## src/rtl/score_pkg.sv

```systemverilog
// Shared types and constants for the Pong score keeper and score-area pixel mapper.
//   state_e   : game FSM states (PLAY, WIN_L, WIN_R)
//   box_e     : which of the four digit boxes a pixel falls in
//   BLANK     : digit code that makes the glyph ROM output nothing
//   GLYPH_*   : glyph geometry of the 3x5 ROM font
//   bcd_value : converts a 2-digit BCD score to binary for the win compare
package score_pkg;

    typedef enum logic [1:0] {
        PLAY  = 2'd0,
        WIN_L = 2'd1,
        WIN_R = 2'd2
    } state_e;

    typedef enum logic [1:0] {
        BOX_L_TENS  = 2'd0,
        BOX_L_UNITS = 2'd1,
        BOX_R_TENS  = 2'd2,
        BOX_R_UNITS = 2'd3
    } box_e;

    localparam logic [4:0] BLANK = 5'd31;

    localparam int unsigned GLYPH_W    = 3;
    localparam int unsigned GLYPH_H    = 5;
    localparam int unsigned GLYPH_BITS = 15;

    localparam int unsigned SCORE_W = 7;

    // Binary value of a BCD pair; 99 max fits in 7 bits.
    function automatic logic [SCORE_W-1:0] bcd_value(input logic [3:0] tens,
                                                     input logic [3:0] units);
        return SCORE_W'(tens) * SCORE_W'(10) + SCORE_W'(units);
    endfunction

endpackage

```

## src/rtl/bcd_counter2.sv

```systemverilog
// Two-digit BCD up-counter for one player's score.
//   clk, reset : pixel clock, async active-high reset
//   inc        : count one goal
//   clr        : clear to 00 (wins over inc)
//   tens/units : current BCD digits
module bcd_counter2 (
    input  logic       clk,
    input  logic       reset,
    input  logic       inc,
    input  logic       clr,
    output logic [3:0] tens,
    output logic [3:0] units
);

    logic [3:0] tens_q, tens_d;
    logic [3:0] units_q, units_d;

    // Units roll 9 -> 0 and carry into tens; tens wrap 9 -> 0.
    always_comb begin
        tens_d  = tens_q;
        units_d = units_q;
        if (clr) begin
            tens_d  = 4'd0;
            units_d = 4'd0;
        end else if (inc) begin
            if (units_q == 4'd9) begin
                units_d = 4'd0;
                tens_d  = (tens_q == 4'd9) ? 4'd0 : tens_q + 4'd1;
            end else begin
                units_d = units_q + 4'd1;
            end
        end
    end

    always_ff @(posedge clk or posedge reset) begin
        if (reset) begin
            tens_q  <= 4'd0;
            units_q <= 4'd0;
        end else begin
            tens_q  <= tens_d;
            units_q <= units_d;
        end
    end

    assign tens  = tens_q;
    assign units = units_q;

endmodule

```

## src/rtl/score_board.sv

```systemverilog
// Two-player score keeper plus score-area pixel mapper for the Pong VGA path.
//   clk, reset            : pixel clock, async active-high reset
//   pixel_x/y, video_on   : current raster position and active-video flag
//   frame_tick            : once-per-frame pulse driving the win blink
//   goal_left/right       : one-cycle goal pulses
//   new_game              : one-cycle pulse clearing both scores
//   number, position      : registered address to the external 3x5 glyph ROM
//   glyph_pixel           : combinational ROM reply
//   score_pixel           : registered score pixel, 3 cycles after pixel_x/y
//   game_over, winner     : registered win status
module score_board
    import score_pkg::*;
#(
    parameter int unsigned WIN_SCORE   = 11,
    parameter int unsigned X_LEFT      = 240,
    parameter int unsigned X_RIGHT     = 352,
    parameter int unsigned Y_TOP       = 16,
    parameter int unsigned SCALE_SHIFT = 3
) (
    input  logic       clk,
    input  logic       reset,
    input  logic [9:0] pixel_x,
    input  logic [9:0] pixel_y,
    input  logic       video_on,
    input  logic       frame_tick,
    input  logic       goal_left,
    input  logic       goal_right,
    input  logic       new_game,
    output logic [4:0] number,
    output logic [4:0] position,
    input  logic       glyph_pixel,
    output logic       score_pixel,
    output logic       game_over,
    output logic       winner
);

    localparam int unsigned CELL     = 1 << SCALE_SHIFT;
    localparam int unsigned BOX_W    = GLYPH_W * CELL;
    localparam int unsigned BOX_H    = GLYPH_H * CELL;
    localparam int unsigned UNIT_OFS = (GLYPH_W + 1) * CELL;

    localparam logic [9:0] LT_X    = 10'(X_LEFT);
    localparam logic [9:0] LU_X    = 10'(X_LEFT + UNIT_OFS);
    localparam logic [9:0] RT_X    = 10'(X_RIGHT);
    localparam logic [9:0] RU_X    = 10'(X_RIGHT + UNIT_OFS);
    localparam logic [9:0] TOP_Y   = 10'(Y_TOP);
    localparam logic [9:0] BOT_Y   = 10'(Y_TOP + BOX_H);
    localparam logic [9:0] BOX_W10 = 10'(BOX_W);

    // ---------------- score counters and game FSM ----------------
    logic [3:0]         l_tens, l_units, r_tens, r_units;
    logic               inc_l, inc_r, win_l, win_r;
    logic [SCORE_W-1:0] l_val, r_val;

    state_e     state_q, state_d;
    logic [5:0] blink_q, blink_d;
    logic       game_over_q, game_over_d;
    logic       winner_q, winner_d;

    assign inc_l = goal_left  && (state_q == PLAY) && !new_game;
    assign inc_r = goal_right && (state_q == PLAY) && !new_game;

    bcd_counter2 u_left (
        .clk   (clk),
        .reset (reset),
        .inc   (inc_l),
        .clr   (new_game),
        .tens  (l_tens),
        .units (l_units)
    );

    bcd_counter2 u_right (
        .clk   (clk),
        .reset (reset),
        .inc   (inc_r),
        .clr   (new_game),
        .tens  (r_tens),
        .units (r_units)
    );

    assign l_val = bcd_value(l_tens, l_units);
    assign r_val = bcd_value(r_tens, r_units);

    // Win is judged on the post-increment value so the FSM moves on the same edge as the counter.
    assign win_l = inc_l && ((l_val + SCORE_W'(1)) == SCORE_W'(WIN_SCORE));
    assign win_r = inc_r && ((r_val + SCORE_W'(1)) == SCORE_W'(WIN_SCORE));

    // Next state, blink counter and win status.
    always_comb begin
        state_d = state_q;
        case (state_q)
            PLAY: begin
                if (win_l) begin
                    state_d = WIN_L;
                end else if (win_r) begin
                    state_d = WIN_R;
                end
            end
            WIN_L, WIN_R: state_d = state_q;
            default:      state_d = PLAY;
        endcase
        if (new_game) begin
            state_d = PLAY;
        end

        blink_d = blink_q;
        if ((state_q == PLAY) && (state_d != PLAY)) begin
            blink_d = 6'd0;
        end else if (frame_tick) begin
            blink_d = blink_q + 6'd1;
        end

        game_over_d = (state_d != PLAY);
        winner_d    = (state_d == WIN_R);
    end

    // ---------------- render pipeline ----------------
    logic       hit_q, hit_d;
    box_e       box_q, box_d;
    logic [2:0] row_q, row_d;
    logic [1:0] col_q, col_d;
    logic       von_q;
    logic [9:0] box_x, dx, dy;
    logic       in_rows;

    assign in_rows = (pixel_y >= TOP_Y) && (pixel_y < BOT_Y);

    // Stage 1: locate the pixel in one of the four digit boxes.
    always_comb begin
        hit_d = 1'b0;
        box_d = BOX_L_TENS;
        box_x = LT_X;
        if (in_rows) begin
            if ((pixel_x >= LT_X) && (pixel_x < LT_X + BOX_W10)) begin
                hit_d = 1'b1;
                box_d = BOX_L_TENS;
                box_x = LT_X;
            end else if ((pixel_x >= LU_X) && (pixel_x < LU_X + BOX_W10)) begin
                hit_d = 1'b1;
                box_d = BOX_L_UNITS;
                box_x = LU_X;
            end else if ((pixel_x >= RT_X) && (pixel_x < RT_X + BOX_W10)) begin
                hit_d = 1'b1;
                box_d = BOX_R_TENS;
                box_x = RT_X;
            end else if ((pixel_x >= RU_X) && (pixel_x < RU_X + BOX_W10)) begin
                hit_d = 1'b1;
                box_d = BOX_R_UNITS;
                box_x = RU_X;
            end
        end
        dx    = pixel_x - box_x;
        dy    = pixel_y - TOP_Y;
        col_d = 2'(dx >> SCALE_SHIFT);
        row_d = 3'(dy >> SCALE_SHIFT);
    end

    logic [4:0] number_q, number_d;
    logic [4:0] position_q, position_d;
    logic [3:0] digit;
    logic       is_tens, is_right, hide;

    // Stage 2: pick the digit, apply leading-zero and blink blanking, form the ROM bit index.
    always_comb begin
        digit    = 4'd0;
        is_tens  = 1'b0;
        is_right = 1'b0;
        case (box_q)
            BOX_L_TENS:  begin digit = l_tens;  is_tens = 1'b1; end
            BOX_L_UNITS: begin digit = l_units;                 end
            BOX_R_TENS:  begin digit = r_tens;  is_tens = 1'b1; is_right = 1'b1; end
            BOX_R_UNITS: begin digit = r_units; is_right = 1'b1; end
        endcase

        hide = blink_q[5] && (((state_q == WIN_L) && !is_right) ||
                              ((state_q == WIN_R) &&  is_right));

        number_d   = BLANK;
        position_d = 5'd0;
        if (von_q && hit_q && !hide && !(is_tens && (digit == 4'd0))) begin
            number_d   = {1'b0, digit};
            position_d = 5'(GLYPH_BITS - 1) - 5'(GLYPH_W) * {2'b00, row_q} - {3'b000, col_q};
        end
    end

    logic score_pixel_q, score_pixel_d;

    // Stage 3: gate the ROM reply so a blank code never lights a pixel.
    assign score_pixel_d = glyph_pixel && (number_q != BLANK);

    always_ff @(posedge clk or posedge reset) begin
        if (reset) begin
            state_q       <= PLAY;
            blink_q       <= 6'd0;
            game_over_q   <= 1'b0;
            winner_q      <= 1'b0;
            hit_q         <= 1'b0;
            box_q         <= BOX_L_TENS;
            row_q         <= 3'd0;
            col_q         <= 2'd0;
            von_q         <= 1'b0;
            number_q      <= BLANK;
            position_q    <= 5'd0;
            score_pixel_q <= 1'b0;
        end else begin
            state_q       <= state_d;
            blink_q       <= blink_d;
            game_over_q   <= game_over_d;
            winner_q      <= winner_d;
            hit_q         <= hit_d;
            box_q         <= box_d;
            row_q         <= row_d;
            col_q         <= col_d;
            von_q         <= video_on;
            number_q      <= number_d;
            position_q    <= position_d;
            score_pixel_q <= score_pixel_d;
        end
    end

    assign number      = number_q;
    assign position    = position_q;
    assign score_pixel = score_pixel_q;
    assign game_over   = game_over_q;
    assign winner      = winner_q;

endmodule
```

## config.mk

```make
export PLATFORM = sky130hd
export DESIGN_NAME = score_board
export DESIGN_NICKNAME = d
export VERILOG_FILES = /design/src/rtl/score_pkg.sv /design/src/rtl/bcd_counter2.sv /design/src/rtl/score_board.sv
export SDC_FILE = /design/constraint.sdc
export NUM_CORES = 1
export LEC_CHECK = 0
export BUFFER_PORTS_ARGS = -buffer_cell sky130_fd_sc_hd__buf_4
export CORE_ASPECT_RATIO = 0.8
export CORE_UTILIZATION = 58
export CTS_CLUSTER_DIAMETER = 60
export DETAILED_ROUTE_END_ITERATION = 6
export PLACE_DENSITY = 0.93
export SYNTH_ARGS = -nofsm -noshare
export SYNTH_HDL_FRONTEND = slang
export SYNTH_SLANG_ARGS = --single-unit
```

## constraint.sdc

```tcl
create_clock -name clk -period 3.3 [get_ports clk]
set_input_delay 0.165 -clock clk [delete_from_list [all_inputs] [get_ports clk]]
set_output_delay 0.165 -clock clk [all_outputs]
set_load 0.02 [all_outputs]
```

==> metrics.md <==
| Metric | Value |
|---|---|
| Vias/cell | `5.95` |
| Total negative setup slack | `0 ns` |
| Status | `complete, but fails checks` |
| # port buffers | `37` |
| Total GRT Usage | `26.1%` |
| Startpoint types | `flop` |
| FF+latch count, synth | `46` |
| Initial core utilization | `62.2%` |
| Max-cap check violation count | `0` |
| Die Height | `65.6 µm` |
| Total gr overflow | `0` |
| Post-synth EDFFs | `0` |
| Tcrit/Tclk final | `90.8%` |
| Core Area | `4710 µm²` |
| Leak Pwr | `1.61 nW` |
| WP data arrival | `3.24 ns` |
| CTS Buf Count | `5` |
| DRC errors left | `0` |
| Failing checks | `negative hold slack` |
| CP Capture Type | `flop` |
| Primary FF master, synth | `dfrtp_1` |
| P&R area growth vs syn | `15.3%` |
| Hpwl dp | `4.60 mm` |
| Post-route cell area | `3370 µm²` |
| Vias | `2277` |
| Depth of the CTS H-tree | `2` |
| Crit path kind | `reg2reg` |
| Die X | `81.4 µm` |
| Worst slew pin tran | `0.643 ns` |
| Total die area | `5340 µm²` |
| Global-route wire length before repair | `10.3 mm` |
| TritonCTS Sinks | `46` |
| Worst slack, placed | `0.324 ns` |
| M1 wire length | `2.60 mm` |
| Worst-path clk slew | `0.09 ns` |
| Pins over their slew limit | `0` |
| Avg Inst Size Synth | `10.4 µm²` |
| Worst path cell trace | `ha_1, ha_1, inv_1, fa_1, or4b_4, a2111oi_4, a31o_2` |
| Rows | `22` |
| Placed Cells | `373` |
| Final hold vios | `13` |
| Initial antenna violation count | `0` |
| Slew HR | `57.1%` |
| Post-DRT Antenna Nets | `0` |
| Max incr delay on CP | `0.62 ns` |
| Routed met2 length | `3.15 mm` |
| I/O Pins | `41` |
| Finished Layout Cells | `383` |
| Resized Gates After CTS | `0` |
| Drt pass-1 iters | `4` |
| Top Metal Used | `met4` |
| GPL Wtd Cong | `0.818` |
| Cell Pwr Density | `408 nW/µm²` |
| Largest net degree at the start of global routing | `47` |
| CP max stage cell | `a2111oi_4` |
| Area after DPL | `3270 µm²` |
| Synth area leader | `dfrtp_1` |
| Worst EP required | `3.54 ns` |
| Syn Nets | `346` |
| RSZ-0062 raised after global routing | `no` |
| Worst skew pair latency | `0.31 ns` |
| Fmax | `334 MHz` |
| Met3 Wirelength | `296 µm` |
| Clk buf depth | `2` |
| Clock Tree Root | `clkbuf_8` |
| Final wirelength | `6.20 mm` |
| VDD IR max | `0.300 mV` |
| # nets final | `388` |
| Initial DRC count | `177` |
| Sequential fraction of the synthesis area | `39.5%` |
| Max Clock Skew | `0.0135 ns` |
| Async set-or-reset flop fraction in the synthesized netlist | `100%` |
| # setup viols final | `0` |
| Diode count | `0` |
| Final setup margin | `0.303 ns` |
| Vias in the first global route | `2242` |
| Final min period | `3.00 ns` |
| Hold WS | `-0.0112 ns` |
| Mapped Area | `2930 µm²` |
| Hold Crit Class | `in2async` |
| Dominant cells by area after synthesis | `dfrtp_1, ha_1, dfstp_2` |
| Routed length per instance | `16.2 µm` |
| CTS tree | `built` |
| Yosys warning total | `0` |
| Top cell type's share of synthesized area | `35.0%` |
| Layout cells sized above 1 | `20.1%` |
| Synth unique cells | `52` |
| Syn Inst Count | `281` |
| Critical Path Most Common Cell | `ha_1` |
| Max FO, Critical Path | `9` |
power by group:
group	total [mW]	switching (mW)	internal [mW]
Combinational	0.348	0.178	0.170
Clock	0.335	0.193	0.142
Sequential	0.692	0.0702	0.622
cells in the mapped netlist (4+ instances only):
cell type and count:
xor2_1 8, nand2b_1 5, nor2_1 12, nor3b_1 7, and3_1 4, ha_1 32, xnor2_1 4, a21oi_1 12
or3_1 9, clkbuf_1 6, nor3_1 12, dfstp_2 5, dfrtp_1 41, nand3_1 7, nand2_1 18, mux2i_1 4
fa_1 5, o21ai_0 14, inv_1 25
cell families (layout without fill, tap and decap cells):
family / after synthesis / in the layout / synth area share (%)
XOR/XNOR: 12 / 12 / 3.59
AO/OA/AOI/OAI: 50 / 50 / 11.6
AND/OR/NAND/NOR: 97 / 97 / 19.4
multiplexers: 8 / 8 / 4.83
adder cells (fa/ha/maj): 37 / 37 / 17.1
flip-flops: 46 / 46 / 39.5
buffers and inverters: 31 / 73 / 3.97
worst max-delay path: cells and delay by family, from the launching register on:
| family | cells | cell delay (ns) |
|---|---|---|
| simple gates | 1 | 0.56 |
| fa+ha+maj | 3 | 0.95 |
| compound gates | 2 | 0.88 |
| flops | 1 | 0.47 |
| buf+inv | 1 | 0.06 |
layout make-up:
cell class / count / area [µm²]
inverter: 25 / 93.8
tap: 60 / 75.1
multi-input combinational: 204 / 1650
fill: 336 / 1330
sequential: 46 / 1160
timing repair buffer: 41 / 315
clock buffer: 5 / 68.8
clock inverter: 2 / 10.0
sequential cells by signal, indices dropped and copies added, names as in the netlist, 2 cells and up:
register       cells
u_left.units       4
u_right.units      4
blink_q            6
col_q              2
u_right.tens       4
u_left.tens        4
number             5
position           5
row_q              3
state_q            2
box_q              2
cell usage in the layout, fill, tap and decap left out, types with 7 or more instances in the layout:
master,synthesis,routed
dfrtp_1,41,41
nor3b_1,7,7
o21ai_0,14,14
inv_1,25,24
buf_4,0,38
or3_1,9,9
nor2_1,12,12
a21oi_1,12,12
nand2_1,18,18
nand3_1,7,7
xor2_1,8,8
ha_1,32,32
nor3_1,12,12
per-stage QoR:
| stage | util, % | total power, mW |
|---|---|---|
| after floorplan | - | 0.937 |
| after global placement | 69.4 | 1.01 |
| after detailed placement | 69.4 | 1.05 |
| after CTS | 71.7 | 1.37 |
| after global routing | 71.7 | 1.46 |
| final | 71.7 | 1.38 |
metal layers:
metal | up-vias | GRT usage [%]
li1 | 1084 | -
met1 | 1110 | 31.1
met5 | - | 0
met4 | 0 | 10.3
met3 | 20 | 7.08
met2 | 63 | 44.5
path summary, 6_finish.rpt:
path	start	end	slack (ns)	cells after the start
setup / recovery	u_right.tens[1]$_DFFE_PP0P_	state_q[1]$_DFF_PP0_	0.30	7
setup reg to reg	u_right.tens[1]$_DFFE_PP0P_	state_q[1]$_DFF_PP0_	0.30	7
hold reg to reg	number[3]$_DFF_PP1_	score_pixel$_DFF_PP0_	0.57	2
min in group clk	pixel_y[4]	row_q[1]$_DFF_PP0_	0.03	2
max in group asynchronous	reset	blink_q[0]$_DFFE_PP0P_	2.91	3
hold / removal	reset	position[2]$_DFF_PP0_	-0.01	3
repair_timing:
item / in CTS / in global routing
endpoints found under the setup margin: 0 / 0
endpoints found under the hold margin: 3 / 0
buffers inserted: 0 / 0
hold buffers: 3 / 0
No activity file was read; power rests on OpenSTA's default activity.
